<file path="config.mk">
export PLATFORM = sky130hd
export DESIGN_NAME = ball_trajectory_predictor
export DESIGN_NICKNAME = d
export VERILOG_FILES = /design/src/rtl/ball_track_pkg.sv /design/src/rtl/ball_extrapolator.sv /design/src/rtl/ball_trajectory_predictor.sv
export SDC_FILE = /design/constraint.sdc
export NUM_CORES = 1
export LEC_CHECK = 0
export BUFFER_PORTS_ARGS = -buffer_cell sky130_fd_sc_hd__buf_4
export CORE_MARGIN = 1.5
export CORE_UTILIZATION = 47
export CTS_CLUSTER_SIZE = 25
export DETAILED_ROUTE_END_ITERATION = 10
export GPL_ROUTABILITY_DRIVEN = 0
export GPL_TIMING_DRIVEN = 0
export HOLD_SLACK_MARGIN = 0.06
export PLACE_DENSITY = 0.71
export SLEW_MARGIN = 25
export SYNTH_ARGS = -nofsm -noshare
export SYNTH_HDL_FRONTEND = slang
export SYNTH_SLANG_ARGS = --single-unit
</file>
<file path="constraint.sdc">
create_clock -name CLK -period 3.4 [get_ports CLK]
set_input_delay 0.51 -clock CLK [delete_from_list [all_inputs] [get_ports CLK]]
set_output_delay 0.51 -clock CLK [all_outputs]
set_load 0.05 [all_outputs]
</file>
<file path="src/rtl/ball_track_pkg.sv">
`default_nettype none
// ============================================================================
// Module   : ball_track_pkg
// Brief    : Shared types and grid constants for the ball tracking pipeline.
// Revision : 1.0 - initial release
// ============================================================================
package ball_track_pkg;

    localparam int COLS       = 40;
    localparam int ROWS       = 30;
    localparam int BLOCK_SIZE = 16;

    typedef enum logic [1:0] {
        ST_IDLE    = 2'd0,
        ST_ACQ     = 2'd1,
        ST_TRACK   = 2'd2,
        ST_PREDICT = 2'd3
    } state_t;

    typedef logic signed [6:0] vel_t;
    typedef logic [5:0]        grid_t;

endpackage
`default_nettype wire

</file>
<file path="src/rtl/ball_extrapolator.sv">
`default_nettype none
// ============================================================================
// Module   : ball_extrapolator
// Brief    : Steps the ball one frame-delta per cycle towards the paddle row,
//            mirroring off the side walls. done/hit are combinational for the
//            step being computed so the owner can register the result on the
//            same edge that commits the step.
// Revision : 1.0 - initial release
// ============================================================================
module ball_extrapolator
    import ball_track_pkg::*;
#(
    parameter int PADDLE_ROW = 28,
    parameter int MAX_STEPS  = 32
) (
    input  logic  clk,
    input  logic  rst,
    input  logic  start,
    input  grid_t start_x,
    input  grid_t start_y,
    input  vel_t  start_vx,
    input  vel_t  start_vy,
    output logic  done,
    output logic  hit,
    output grid_t hit_x
);

    localparam int STEP_W = $clog2(MAX_STEPS + 1);
    localparam logic signed [7:0] X_MAX  = 8'(COLS - 1);
    localparam logic signed [7:0] X_FOLD = 8'(2 * (COLS - 1));
    localparam logic signed [7:0] Y_HIT  = 8'(PADDLE_ROW);

    logic                busy;
    logic signed [7:0]   px, py, vx, vy;
    logic [STEP_W-1:0]   step;

    logic signed [7:0]   sum_x, sum_y, nx, nvx;
    logic [STEP_W-1:0]   step_nx;

    // Next position with wall reflection and termination decode.
    always_comb begin
        sum_x   = px + vx;
        sum_y   = py + vy;
        step_nx = step + 1'b1;
        nx      = sum_x;
        nvx     = vx;
        if (sum_x < 8'sd0) begin
            nx  = -sum_x;
            nvx = -vx;
        end else if (sum_x > X_MAX) begin
            nx  = X_FOLD - sum_x;
            nvx = -vx;
        end
        hit   = busy && (sum_y >= Y_HIT);
        done  = busy && ((sum_y >= Y_HIT) || (step_nx == STEP_W'(MAX_STEPS)));
        hit_x = nx[5:0];
    end

    // Load on start, then commit one step per cycle until done.
    always_ff @(posedge clk) begin
        if (rst) begin
            busy <= 1'b0;
            px   <= '0;
            py   <= '0;
            vx   <= '0;
            vy   <= '0;
            step <= '0;
        end else if (start) begin
            busy <= 1'b1;
            px   <= {2'b00, start_x};
            py   <= {2'b00, start_y};
            vx   <= {start_vx[6], start_vx};
            vy   <= {start_vy[6], start_vy};
            step <= '0;
        end else if (busy) begin
            px   <= nx;
            py   <= sum_y;
            vx   <= nvx;
            step <= step_nx;
            if (done) begin
                busy <= 1'b0;
            end
        end
    end

endmodule
`default_nettype wire

</file>
<file path="src/rtl/ball_trajectory_predictor.sv">
`default_nettype none
// ============================================================================
// Module   : ball_trajectory_predictor
// Brief    : Locks onto the per-frame ball grid position, derives velocity,
//            and predicts the column where the ball reaches the paddle row.
//            Result delivered over a valid/ready handshake (latest wins).
// Options  : VEL_AVG_EN - TRACK velocity is the average of the latest two
//            accepted deltas instead of the raw latest delta.
// Revision : 1.0 - initial release
// ============================================================================
module ball_trajectory_predictor
    import ball_track_pkg::*;
#(
    parameter int PADDLE_ROW = 28,
    parameter int MAX_JUMP   = 6,
    parameter int ACQ_FRAMES = 2,
    parameter int MISS_LIMIT = 4,
    parameter int MAX_STEPS  = 32
) (
    input  logic       CLK,
    input  logic       RST,
    input  logic       FRAME_TICK,
    input  logic [5:0] BALL_X,
    input  logic [5:0] BALL_Y,
    input  logic       TARGET_READY,
    output logic [5:0] TARGET_X,
    output logic       TARGET_VALID,
    output logic [6:0] VEL_X,
    output logic [6:0] VEL_Y,
    output logic       LOCKED,
    output logic [1:0] STATE
);

    localparam vel_t JUMP_LIM = 7'(MAX_JUMP);

    state_t     state, state_nx;
    grid_t      pos_x, pos_y, pos_x_nx, pos_y_nx;
    vel_t       vel_x, vel_y, vel_x_nx, vel_y_nx;
    logic [2:0] acq_cnt, acq_cnt_nx, miss_cnt, miss_cnt_nx;
    vel_t       dx, dy, vel_trk_x, vel_trk_y;
    logic       in_range, accept;
    logic       ext_start, ext_done, ext_hit;
    grid_t      ext_hit_x;
    logic       target_valid;
    grid_t      target_x;

`ifdef VEL_AVG_EN
    vel_t              d_prev_x, d_prev_y, d_prev_x_nx, d_prev_y_nx;
    logic signed [7:0] avg_x, avg_y;

    // Two-sample average of the frame delta, arithmetic halving.
    always_comb begin
        avg_x     = (8'(dx) + 8'(d_prev_x)) >>> 1;
        avg_y     = (8'(dy) + 8'(d_prev_y)) >>> 1;
        vel_trk_x = avg_x[6:0];
        vel_trk_y = avg_y[6:0];
    end
`else
    assign vel_trk_x = dx;
    assign vel_trk_y = dy;
`endif

    // Deltas against the tracked position and plausibility test.
    always_comb begin
        dx       = $signed({1'b0, BALL_X}) - $signed({1'b0, pos_x});
        dy       = $signed({1'b0, BALL_Y}) - $signed({1'b0, pos_y});
        in_range = (BALL_X < 6'(COLS)) && (BALL_Y < 6'(ROWS));
        accept   = in_range && (dx <= JUMP_LIM) && (dx >= -JUMP_LIM)
                            && (dy <= JUMP_LIM) && (dy >= -JUMP_LIM);
    end

    // Next-state and tracking-register updates.
    always_comb begin
        state_nx    = state;
        pos_x_nx    = pos_x;
        pos_y_nx    = pos_y;
        vel_x_nx    = vel_x;
        vel_y_nx    = vel_y;
        acq_cnt_nx  = acq_cnt;
        miss_cnt_nx = miss_cnt;
        ext_start   = 1'b0;
`ifdef VEL_AVG_EN
        d_prev_x_nx = d_prev_x;
        d_prev_y_nx = d_prev_y;
`endif
        case (state)
            ST_IDLE: begin
                if (FRAME_TICK && in_range) begin
                    pos_x_nx   = BALL_X;
                    pos_y_nx   = BALL_Y;
                    acq_cnt_nx = 3'd1;
                    state_nx   = ST_ACQ;
                end
            end
            ST_ACQ: begin
                if (FRAME_TICK) begin
                    pos_x_nx = BALL_X;
                    pos_y_nx = BALL_Y;
                    if (accept) begin
                        vel_x_nx   = dx;
                        vel_y_nx   = dy;
                        acq_cnt_nx = acq_cnt + 3'd1;
`ifdef VEL_AVG_EN
                        d_prev_x_nx = dx;
                        d_prev_y_nx = dy;
`endif
                        if ((acq_cnt + 3'd1) >= 3'(ACQ_FRAMES)) begin
                            miss_cnt_nx = 3'd0;
                            state_nx    = ST_TRACK;
                        end
                    end else begin
                        acq_cnt_nx = 3'd1;
                    end
                end
            end
            ST_TRACK: begin
                if (FRAME_TICK) begin
                    if (accept) begin
                        vel_x_nx    = vel_trk_x;
                        vel_y_nx    = vel_trk_y;
                        pos_x_nx    = BALL_X;
                        pos_y_nx    = BALL_Y;
                        miss_cnt_nx = 3'd0;
`ifdef VEL_AVG_EN
                        d_prev_x_nx = dx;
                        d_prev_y_nx = dy;
`endif
                        if (vel_trk_y > 7'sd0) begin
                            ext_start = 1'b1;
                            state_nx  = ST_PREDICT;
                        end
                    end else begin
                        miss_cnt_nx = miss_cnt + 3'd1;
                        if ((miss_cnt + 3'd1) == 3'(MISS_LIMIT)) begin
                            vel_x_nx = '0;
                            vel_y_nx = '0;
                            state_nx = ST_IDLE;
                        end
                    end
                end
            end
            ST_PREDICT: begin
                // Frame ticks are ignored here; the walk ends within MAX_STEPS.
                if (ext_done) begin
                    state_nx = ST_TRACK;
                end
            end
            default: state_nx = ST_IDLE;
        endcase
    end

    // State and tracking registers.
    always_ff @(posedge CLK) begin
        if (RST) begin
            state    <= ST_IDLE;
            pos_x    <= '0;
            pos_y    <= '0;
            vel_x    <= '0;
            vel_y    <= '0;
            acq_cnt  <= '0;
            miss_cnt <= '0;
`ifdef VEL_AVG_EN
            d_prev_x <= '0;
            d_prev_y <= '0;
`endif
        end else begin
            state    <= state_nx;
            pos_x    <= pos_x_nx;
            pos_y    <= pos_y_nx;
            vel_x    <= vel_x_nx;
            vel_y    <= vel_y_nx;
            acq_cnt  <= acq_cnt_nx;
            miss_cnt <= miss_cnt_nx;
`ifdef VEL_AVG_EN
            d_prev_x <= d_prev_x_nx;
            d_prev_y <= d_prev_y_nx;
`endif
        end
    end

    ball_extrapolator #(
        .PADDLE_ROW (PADDLE_ROW),
        .MAX_STEPS  (MAX_STEPS)
    ) u_extrap (
        .clk      (CLK),
        .rst      (RST),
        .start    (ext_start),
        .start_x  (BALL_X),
        .start_y  (BALL_Y),
        .start_vx (vel_trk_x),
        .start_vy (vel_trk_y),
        .done     (ext_done),
        .hit      (ext_hit),
        .hit_x    (ext_hit_x)
    );

    // Result holding register: a new hit always wins over a pending accept.
    always_ff @(posedge CLK) begin
        if (RST) begin
            target_valid <= 1'b0;
            target_x     <= '0;
        end else if (ext_hit) begin
            target_valid <= 1'b1;
            target_x     <= ext_hit_x;
        end else if (target_valid && TARGET_READY) begin
            target_valid <= 1'b0;
        end
    end

    assign TARGET_X     = target_x;
    assign TARGET_VALID = target_valid;
    assign VEL_X        = vel_x;
    assign VEL_Y        = vel_y;
    assign LOCKED       = (state == ST_TRACK) || (state == ST_PREDICT);
    assign STATE        = state;

endmodule
`default_nettype wire

</file>
==> impl_metrics.sql <==
INSERT INTO impl_metrics (metric_group, metric, value, unit) VALUES
('final_layout', 'finalCoreUtilization', '55.31', '%'),
('timing', 'setup-violations-final', '0', ''),
('floorplan', 'ios', '40', ''),
('final_layout', 'layout.cells.most_common_list', '79 x sky130_fd_sc_hd__dfxtp_1, 65 x sky130_fd_sc_hd__nor2_1, 44 x sky130_fd_sc_hd__a21oi_1, 44 x sky130_fd_sc_hd__buf_4, 37 x sky130_fd_sc_hd__inv_1', ''),
('power_and_ir_drop', 'power.share.combinational', '13.8', '%'),
('final_layout', 'mostFrequentLayoutCell', 'sky130_fd_sc_hd__dfxtp_1', ''),
('power_and_ir_drop', 'pwr-share-clk', '41.5', '%'),
('routing', 'via_count', '4819', ''),
('yosys', 'edff_count_synth', '0', ''),
('critical_path', 'setup.worst_path.end_class', 'flop', ''),
('critical_path', 'cpPeakStageDelay', '0.55', 'ns'),
('final_layout', 'area_used_by_multi_input_combinational_logic', '3351', 'µm²'),
('final_layout', 'count_of_fill_cells_added_during_filler_insertion', '969', ''),
('power_and_ir_drop', 'power.net_switching', '531.6', 'µW'),
('timing', 'final.period_utilization', '96.03', '%'),
('critical_path', 'criticalPathCategory', 'flop to flop', ''),
('final_layout', 'num-nets-final', '736', ''),
('cts', 'clk_root_buffer_cell', 'sky130_fd_sc_hd__clkbuf_8', ''),
('yosys', 'async_flop_share', '0', '%'),
('yosys', 'synth_nets', '681', ''),
('critical_path', 'worst_path_max_delay_cell', 'sky130_fd_sc_hd__or4_4', ''),
('power_and_ir_drop', 'power_report.internal_total', '1569', 'µW'),
('placement', 'buffer_ports.inserted', '38', ''),
('routing', 'totalWireLength', '13.63', 'mm'),
('cts', 'clockBufferDepth', '2', ''),
('floorplan', 'num_rows', '38', ''),
('yosys', 'syn-mean-instance-area', '8.251', 'µm²'),
('routing', 'route.detailed.wl_per_inst', '16.52', 'µm'),
('global_route', 'grt_start_max_net_pins', '13', ''),
('global_route', 'number_of_global_route_vias_before_repair', '4566', ''),
('cts', 'tritoncts', 'built', ''),
('floorplan', 'floorplan.initialDensity', '47.86', '%'),
('global_route', 'grt_overflow', '0', ''),
('hold_path', 'hp-class', 'input pin to flop', ''),
('run', 'timing.max_cap.violations', '0', ''),
('floorplan', 'core_area', '10790', 'µm²'),
('critical_path', 'path_delay_family', 'simple AND/OR/NAND/NOR gates', ''),
('status', 'outcome', 'completed', ''),
('critical_path', 'cp.buffers_inverters', '3', ''),
('cts', 'cts.sinks', '79', ''),
('routing', 'drt_first_iter_violations', '461', ''),
('power_and_ir_drop', 'power_density', '351.9', 'nW/µm²'),
('timing', 'relative_max_transition_margin', '48.74', '%'),
('yosys', 'ys.flop_type', 'sky130_fd_sc_hd__dfxtp_1', ''),
('yosys', 'postSynthCellCount', '626', ''),
('placement', 'placedCellCount', '804', ''),
('yosys', 'synthesis.yosys.warnings', '0', ''),
('power_and_ir_drop', 'vdd_ir_drop_max', '0.1985', 'mV'),
('timing', 'finClkSkew', '0.009172', 'ns'),
('final_layout', 'final_area', '5969', 'µm²'),
('final_layout', 'seqCellArea', '1582', 'µm²'),
('yosys', 'yosysUniqueCellTypes', '72', ''),
('timing', 'max_slew.worst_pin.slew', '0.7606', 'ns'),
('critical_path', 'crit_required', '3.65', 'ns'),
('timing', 'final.min_clock_period', '3.265', 'ns'),
('global_route', 'antenna_found_initial', '0', ''),
('final_layout', 'layout_overhead_on_the_synthesized_area', '15.58', '%'),
('cts', 'cts_inserted_buffers', '9', ''),
('placement', 'dpl-instance-area', '5625', 'µm²'),
('yosys', 'yosysSeqAreaShare', '30.62', '%'),
('timing', 'timing.final.max_slew_violations', '0', ''),
('timing', 'highest_clock_rate', '306.3', 'MHz'),
('global_route', 'grt_use_total', '24.08', '%'),
('power_and_ir_drop', 'finalPower', '2101', 'µW'),
('yosys', 'postSynthRegisterBits', '79', ''),
('cts', 'cts.clk_slew.worst_paths', '0.08', 'ns'),
('final_layout', 'post_route_cells_drive_above_1_share', '12.55', '%'),
('critical_path', 'critical_path.cell_chain', 'ha_1 > inv_1 > fa_2 > a211oi_2 > nor2_1 > xnor2_1 > or4_4 > mux2i_4 > a21oi_2 > nor3_2 > buf_4 > clkdlybuf4s15_2 > o21ai_0', ''),
('placement', 'detailedPlacementHpwl', '10.16', 'mm'),
('cts', 'htreeDepth', '3', ''),
('power_and_ir_drop', 'pwr-share-seq', '44.7', '%');
metrics by stage:
step	hold WS, ns	setup WS [ns]
CTS	0.3935	0.07793
global placement	0.4580	-0.4065
floorplan	0.4406	0.08408
detailed placement	0.4643	-0.4508
finish	0.4056	0.1348
global route	0.4037	-0.007567
final cells by class:
class                   instances  area share [%]
repair buffers                 44           5.596
well taps                     140           2.934
flip-flops and latches         79           26.49
inverters                      37           2.327
multi-input cells             477           56.13
clock inverters                 3           1.509
clock buffers                  12           2.599
plain buffers                  33           2.410
what timing repair did:
item                       4_1_cts  5_1_grt
hold buffers                     0        0
gates cloned                     0        1
hold endpoints to repair         0        0
setup endpoints to repair       43       55
setup buffers                    0        5
pin swaps                        0        4
gates resized for setup          3       12
cells by family after synthesis:
| kind of cell | Yosys count | share of synthesized area (%) |
|---|---|---|
| multiplexers | 24 | 4.821 |
| adder cells (fa/ha/maj) | 39 | 10.03 |
| flip-flops | 79 | 30.62 |
| AND/OR/NAND/NOR | 223 | 22.17 |
| XOR/XNOR | 33 | 5.862 |
| buffers and inverters | 70 | 5.354 |
| AO/OA/AOI/OAI | 158 | 21.15 |
metal layers:
layer  part of all wire [%]  GRT usage [%]  vias to the layer above
li1                       -              -                     2370
met1                     47          31.96                     2313
met2                     47          39.54                      116
met3                    4.6          4.479                       20
met4                    1.7          7.519                        0
met5                      0              0                        -
worst min-delay path: stages:
cell	delay [ns]
sky130_fd_sc_hd__buf_4	0.10
sky130_fd_sc_hd__mux2i_1	0.06
sky130_fd_sc_hd__nor2_1	0.07
power groups by stage:
stage          Clock [µW]  Combinational, µW  Sequential, µW
6_report              872                289             940
2_1_floorplan           0                185             964
4_1_cts               887                273             940
3_3_place_gp            0                259             961
5_1_grt               922                316             941
3_5_place_dp            0                266             962
cell usage after synthesis, drive strengths merged, types with 5 or more instances:
cell / n / area (µm²)
nand3b: 7 / 52.55
a21oi: 45 / 225.2
o21ai: 25 / 125.1
ha: 35 / 437.9
nand2: 36 / 135.1
dfxtp: 79 / 1582
o211ai: 10 / 75.07
buf: 6 / 36.28
o311ai: 5 / 43.80
and2: 5 / 31.28
nor3b: 8 / 60.06
mux2i: 23 / 234.0
xor2: 19 / 166.4
and3: 15 / 93.84
nand2b: 13 / 81.33
nor3: 10 / 55.05
nor2b: 11 / 68.82
nand3: 28 / 145.1
clkbuf: 27 / 101.4
nand4: 7 / 43.79
a21o: 5 / 37.54
a211oi: 15 / 112.6
or3: 5 / 31.28
o31ai: 5 / 42.54
inv: 37 / 138.9
xnor2: 13 / 113.9
nor2: 65 / 244.0
path summary, 6_finish.rpt:
path	startpoint	end	slack (ns)	cells after the start
worst min-delay path	BALL_Y[5]	pos_y[5]	0.41	3
worst max register to register	pos_y[0]	VEL_X[0]	0.13	13
worst max-delay path	pos_y[0]	VEL_X[0]	0.13	13
worst min register to register	u_extrap.vy[0]	u_extrap.vy[0]	0.48	2
flip-flops by register name, indices dropped and copies added (netlist names), 6 cells and up:
| name | count |
|---|---|
| u_extrap.vy | 7 |
| VEL_Y | 7 |
| u_extrap.vx | 8 |
| VEL_X | 7 |
| u_extrap.py | 8 |
| u_extrap.px | 8 |
| u_extrap.step | 6 |
| TARGET_X | 6 |
| pos_x | 6 |
| pos_y | 6 |
(Power assumes the default switching activity.)
